$ cat src/rtl/truth_table_sweeper_pkg.sv
// truth_table_sweeper_pkg: FSM encoding and truth-table width helper shared by the sweeper files
package truth_table_sweeper_pkg;

    typedef enum logic [1:0] {
        IDLE   = 2'd0,
        SWEEP  = 2'd1,
        REPORT = 2'd2
    } state_e;

    function automatic int tt_width(input int n_in);
        return 1 << n_in;
    endfunction

endpackage

$ cat src/rtl/truth_table_sweeper_hold_timer.sv
// hold_timer: counts 0..HOLD-1 while enabled, flags the last held cycle, wraps to 0
module hold_timer #(
    parameter int HOLD = 5
) (
    input  logic clk,
    input  logic rst_n,
    input  logic clr,
    input  logic en,
    output logic tc
);

    localparam int CW = $clog2(HOLD + 1);

    logic [CW-1:0] cnt_q, cnt_d;

    assign tc = en && (cnt_q == CW'(HOLD - 1));

    // clear wins; on terminal count restart for the next vector
    always_comb begin
        cnt_d = clr ? '0 : (en ? (tc ? '0 : cnt_q + 1'b1) : cnt_q);
    end

    // hold counter register
    always_ff @(posedge clk or negedge rst_n) begin
        if (!rst_n) cnt_q <= '0;
        else        cnt_q <= cnt_d;
    end

endmodule

$ cat src/rtl/truth_table_sweeper.sv
// truth_table_sweeper: drives all input vectors to a 4-input block, captures y and grades it against a table
module truth_table_sweeper
    import truth_table_sweeper_pkg::*;
#(
    parameter int N_IN        = 4,
    parameter int HOLD_CYCLES = 5
) (
    input  logic                        clk,
    input  logic                        rst_n,
    input  logic                        start,
    input  logic [tt_width(N_IN)-1:0]   expected,
    output logic [N_IN-1:0]             vec_out,
    input  logic                        y_in,
    output logic                        busy,
    output logic                        done,
    output logic                        pass,
    output logic [tt_width(N_IN)-1:0]   tt_out,
    output logic [tt_width(N_IN)-1:0]   err_mask
);

    localparam int TT_W = tt_width(N_IN);
    localparam logic [N_IN-1:0] LAST = N_IN'(TT_W - 1);

    state_e          state_q, state_d;
    logic [N_IN-1:0] vec_q, vec_d;
    logic [TT_W-1:0] tt_q, tt_d, exp_q, exp_d, err_q, err_d;
    logic            pass_q, pass_d, done_q, done_d;
    logic            go, tc;

    assign go = (state_q == IDLE) && start;

    hold_timer #(.HOLD(HOLD_CYCLES)) u_hold (
        .clk   (clk),
        .rst_n (rst_n),
        .clr   (state_q != SWEEP),
        .en    (state_q == SWEEP),
        .tc    (tc)
    );

    // state and result registers
    always_ff @(posedge clk or negedge rst_n) begin
        if (!rst_n) begin
            state_q <= IDLE;
            vec_q   <= '0;
            tt_q    <= '0;
            exp_q   <= '0;
            err_q   <= '0;
            pass_q  <= 1'b0;
            done_q  <= 1'b0;
        end else begin
            state_q <= state_d;
            vec_q   <= vec_d;
            tt_q    <= tt_d;
            exp_q   <= exp_d;
            err_q   <= err_d;
            pass_q  <= pass_d;
            done_q  <= done_d;
        end
    end

    // sweep sequencing: idle until start, sweep all vectors, one grading cycle
    always_comb begin
        state_d = state_q;
        case (state_q)
            IDLE:    state_d = start ? SWEEP : IDLE;
            SWEEP:   state_d = (tc && vec_q == LAST) ? REPORT : SWEEP;
            REPORT:  state_d = IDLE;
            default: state_d = IDLE;
        endcase
    end

    // vector stepping, capture on the last held cycle, grading in REPORT
    always_comb begin
        vec_d  = vec_q;
        tt_d   = tt_q;
        exp_d  = exp_q;
        err_d  = err_q;
        pass_d = pass_q;
        done_d = 1'b0;
        if (go) begin
            vec_d  = '0;
            tt_d   = '0;
            exp_d  = expected;
            err_d  = '0;
            pass_d = 1'b0;
        end else if (tc) begin
            tt_d[vec_q] = y_in;
            vec_d       = (vec_q == LAST) ? vec_q : vec_q + 1'b1;
        end else if (state_q == REPORT) begin
            pass_d = (tt_q == exp_q);
            err_d  = tt_q ^ exp_q;
            done_d = 1'b1;
        end
    end

    assign vec_out  = vec_q;
    assign busy     = (state_q == SWEEP);
    assign done     = done_q;
    assign pass     = pass_q;
    assign tt_out   = tt_q;
    assign err_mask = err_q;

endmodule

$ cat config.mk
export PLATFORM = sky130hd
export DESIGN_NAME = truth_table_sweeper
export DESIGN_NICKNAME = d
export VERILOG_FILES = /design/src/rtl/truth_table_sweeper_pkg.sv /design/src/rtl/truth_table_sweeper_hold_timer.sv /design/src/rtl/truth_table_sweeper.sv
export SDC_FILE = /design/constraint.sdc
export NUM_CORES = 1
export LEC_CHECK = 0
export BUFFER_PORTS_ARGS = -buffer_cell sky130_fd_sc_hd__buf_4
export CAP_MARGIN = 20
export CORE_MARGIN = 10
export CORE_UTILIZATION = 58
export CTS_CLUSTER_DIAMETER = 30
export CTS_CLUSTER_SIZE = 16
export DETAILED_ROUTE_END_ITERATION = 7
export PLACE_DENSITY = 0.87
export SYNTH_ARGS = -nofsm -noshare
export SYNTH_HDL_FRONTEND = slang
export SYNTH_SLANG_ARGS = --single-unit
$ cat constraint.sdc
create_clock -name clk -period 2.53 [get_ports clk]
set_clock_uncertainty 0.05 [all_clocks]
set_input_delay 0 -clock clk [delete_from_list [all_inputs] [get_ports clk]]
set_output_delay 0 -clock clk [all_outputs]
set_load 0.02 [all_outputs]
==> Flow_metrics.wiki <==
{| class="wikitable"
! Metric !! Value
|-
| Status || finished clean
|-
| Count of different cell masters after synthesis || 28
|-
| Width of the die || 87.5 um
|-
| Commonest non-fill, non-tap cell in the layout || sky130_fd_sc_hd__nand2_1
|-
| Post-layout minimum cycle time || about 1.8 ns
|-
| Worst Tran Pin Value || between 0.8 and 0.9 ns
|-
| Total negative setup slack || 0 ns
|-
| DR pass1 iterations || 4
|-
| Nets || 384
|-
| Final worst slack || around 0.77 ns
|-
| Top library cells by usage in the layout, fill and taps aside || sky130_fd_sc_hd__nand2_1, sky130_fd_sc_hd__buf_4, sky130_fd_sc_hd__dfrtp_1, sky130_fd_sc_hd__dlygate4sd3_1, sky130_fd_sc_hd__xnor2_1
|-
| Type of destination of the critical path || register
|-
| Final core utilization || between 70% and 80%
|-
| Pin count of the biggest net entering global routing || 60
|-
| Max rail drop VDD || 0.000610 V
|-
| Reported leakage power || approximately 0.0017 uW
|-
| Violation count after the first detailed-routing iteration || 216
|-
| Cells resized by post-CTS repair || 0
|-
| Largest fanout on the critical path || 11
|-
| Cell count after synthesis || approximately 280
|-
| Yosys warning total || 0
|-
| Class of the most critical setup path || reg -> reg
|-
| Synthesized Nets || 308
|-
| Data required time of the worst path || 2.72 ns
|-
| H-tree Lvls || 3
|-
| Worst rel slew slack || between 40% and 50%
|-
| Starting density of the core || 60.2%
|-
| P&R area growth vs syn || 31.4%
|-
| Die area || around 7700 um2
|-
| Average cell area after synthesis || around 9.4 um2
|-
| Number of storage elements in the synthesis netlist || slightly below 60
|-
| Antenna violations before repair || 0
|-
| Maximum frequency from static timing analysis || about 0.57 GHz
|-
| Number of failing setup endpoints in the final timing report || 0
|-
| Y dimension of the die || a little under 90 um
|-
| Vias in the first global route || approximately 2400
|-
| Placed wire-length estimate after detailed placement || around 4.9 mm
|-
| DP Worst Slack || 0.760 ns
|-
| Cell type group with the largest total delay on the critical path || simple AND/OR/NAND/NOR gates
|-
| Global-route wire length before repair || roughly 12 mm
|-
| Classification of the worst-slack hold path || in -> reg
|-
| Number of clock sinks || slightly below 60
|-
| Number of placement rows || 24
|-
| I/O pin count || 59
|-
| Total of buffers placed on input and output ports || 58
|-
| Period utilization || a little over two thirds
|-
| Setup bufs post-CTS || 0
|-
| Antenna cell count || 0
|-
| Clock transition at the registers of the reported paths || 0.07 ns
|-
| Ratio of cells with drive above 1 in the final layout || a little over a fifth
|-
| Number of hold violations in the final report || 0
|-
| Buf/Inv on CP || 1
|-
| Wirelength, routed || 7.16 mm
|-
| Worst-path cell with the longest stage delay || sky130_fd_sc_hd__and4b_1
|-
| TritonCTS clock tree || done
|-
| Count of maximum capacitance violations || 0
|-
| Post-synthesis sequential area ratio || approximately 56%
|-
| WL/cell || approximately 17 um
|-
| Buffers from clock root to sink, at most || 2
|-
| RSZ-0062 raised after global routing || false
|-
| Category of the worst setup path launch point || register
|-
| DRC viols || 0
|-
| Clock tree root driver cell || sky130_fd_sc_hd__clkbuf_8
|-
| Max stage delay on crit path || a little over 0.4 ns
|-
| Power after layout || about 2800 uW
|-
| Power density relative to cell area || 816 nW/um2
|-
| List of cells traversed by the critical path || inv_1 > ha_1 > and4b_1 > and2_1 > nor2_1 > a211oi_1
|-
| Total clock buffers created by CTS || 9
|-
| Via count || ~2300
|-
| Post-Syn Area || 2640 um2
|-
| Hold bufs inserted after CTS || 18
|-
| Number of slew-limit violations in the final report || 0
|-
| Via-per-instance ratio || roughly 5.6
|-
| Clock latency on the worst-skew pair || roughly 0.34 ns
|-
| Core area || ~4400 um2
|-
| Total global routing overflow || 0
|-
| Gpl congestion || between 0.8 and 0.9
|-
| GRT Resource Usage Total || just under 20%
|-
| Data arrival at the endpoint of the critical path || roughly 2.0 ns
|-
| Remaining number of nets flagged by the antenna check after routing || 0
|}
## worst register-to-register path: stages (launching register included)
cell and delay, ns:
sky130_fd_sc_hd__dfrtp_1 0.38, sky130_fd_sc_hd__inv_1 0.08, sky130_fd_sc_hd__ha_1 0.18, sky130_fd_sc_hd__and4b_1 0.41
sky130_fd_sc_hd__and2_1 0.29, sky130_fd_sc_hd__nor2_1 0.06, sky130_fd_sc_hd__a211oi_1 0.22
## path summary, 6_finish.rpt
path                                  from              end  slack (ns)  cells past startpoint
max in group asynchronous            rst_n  u_hold.cnt_q[0]        1.75                      2
hold reg to reg                err_mask[7]      err_mask[7]        0.43                      2
setup reg to reg           u_hold.cnt_q[0]       vec_out[2]        0.77                      6
setup / recovery           u_hold.cnt_q[0]       vec_out[2]        0.77                      6
hold / removal                       start             pass        0.12                      5
min in group asynchronous            rst_n      err_mask[5]        0.20                      2
## metrics by stage
stage | cells | cell area [um2] | hold slack [ns]
finish | 415 | 3470 | 0.121
global route | 415 | 3470 | 0.139
CTS | 415 | 3470 | 0.111
detailed placement | 381 | 3100 | 0.0506
global placement | 381 | 3100 | 0.0521
floorplan | 282 | 2640 | -0.346
## sequential cells by signal, indices dropped and copies added (netlist names)
| signal | count |
|---|---|
| err_mask | 16 |
| exp_q | 16 |
| tt_out | 16 |
| vec_out | 4 |
| u_hold.cnt_q | 3 |
| state_q | 2 |
| done | 1 |
| pass | 1 |
## metal layers
layer	vias to the layer above	part of all wire, %	track usage (%)
met5	-	0	0
met4	0	2.6	7.68
met3	25	8.1	6.93
met2	104	51	31.3
met1	1116	38	23.4
li1	1089	-	-
## power breakdown
part	internal [uW]	switching, uW	leakage (uW)
logic	318	410	0.000863
clock network	452	374	0.0000971
registers	1110	170	0.000786
total	1880	953	0.00175
## logic make-up (layout without fill, tap and decap cells)
kind of cell	count (synthesis)	in the layout	synth area share, %
adders and majority gates	6	6	2.84
xor gates and xnor gates	18	18	5.97
and+or+nand+nor	140	140	23.4
AOI/OAI and AO/OA	39	39	8.91
DFF	59	59	55.9
buffers and inverters	20	101	2.99
## synth_stat cells (all sizes together)
| library cell | number | area, um2 |
|---|---|---|
| nand2 | 90 | 338 |
| dfrtp | 59 | 1480 |
| o21ai | 22 | 110 |
| xnor2 | 17 | 149 |
| nand3 | 16 | 80.1 |
| nor2 | 10 | 37.5 |
| o211ai | 8 | 60.1 |
| clkbuf | 7 | 26.3 |
| inv | 7 | 26.3 |
| nand4 | 7 | 43.8 |
| buf | 6 | 26.3 |
| ha | 6 | 75.1 |
| and2 | 5 | 31.3 |
| nand2b | 4 | 32.5 |
| o311ai | 4 | 35.0 |
| a21oi | 3 | 15.0 |
| and3 | 3 | 18.8 |
| nor2b | 2 | 12.5 |
| a211oi | 1 | 7.51 |
| and4b | 1 | 10.0 |
| nor3 | 1 | 5.00 |
| o21bai | 1 | 7.51 |
| or4 | 1 | 7.51 |
| xor2 | 1 | 8.76 |
## layout make-up
type                            instances  area, um2
Timing Repair Buffer                   78        631
Clock inverter                          5       53.8
Multi-Input combinational cell        203       1080
Inverter                                7       26.3
Sequential cell                        59       1480
Tap cell                               52       65.1
Clock buffer                           11        131
Fill cell                             281        916
Note: power is estimated with default switching activity, not from simulation.
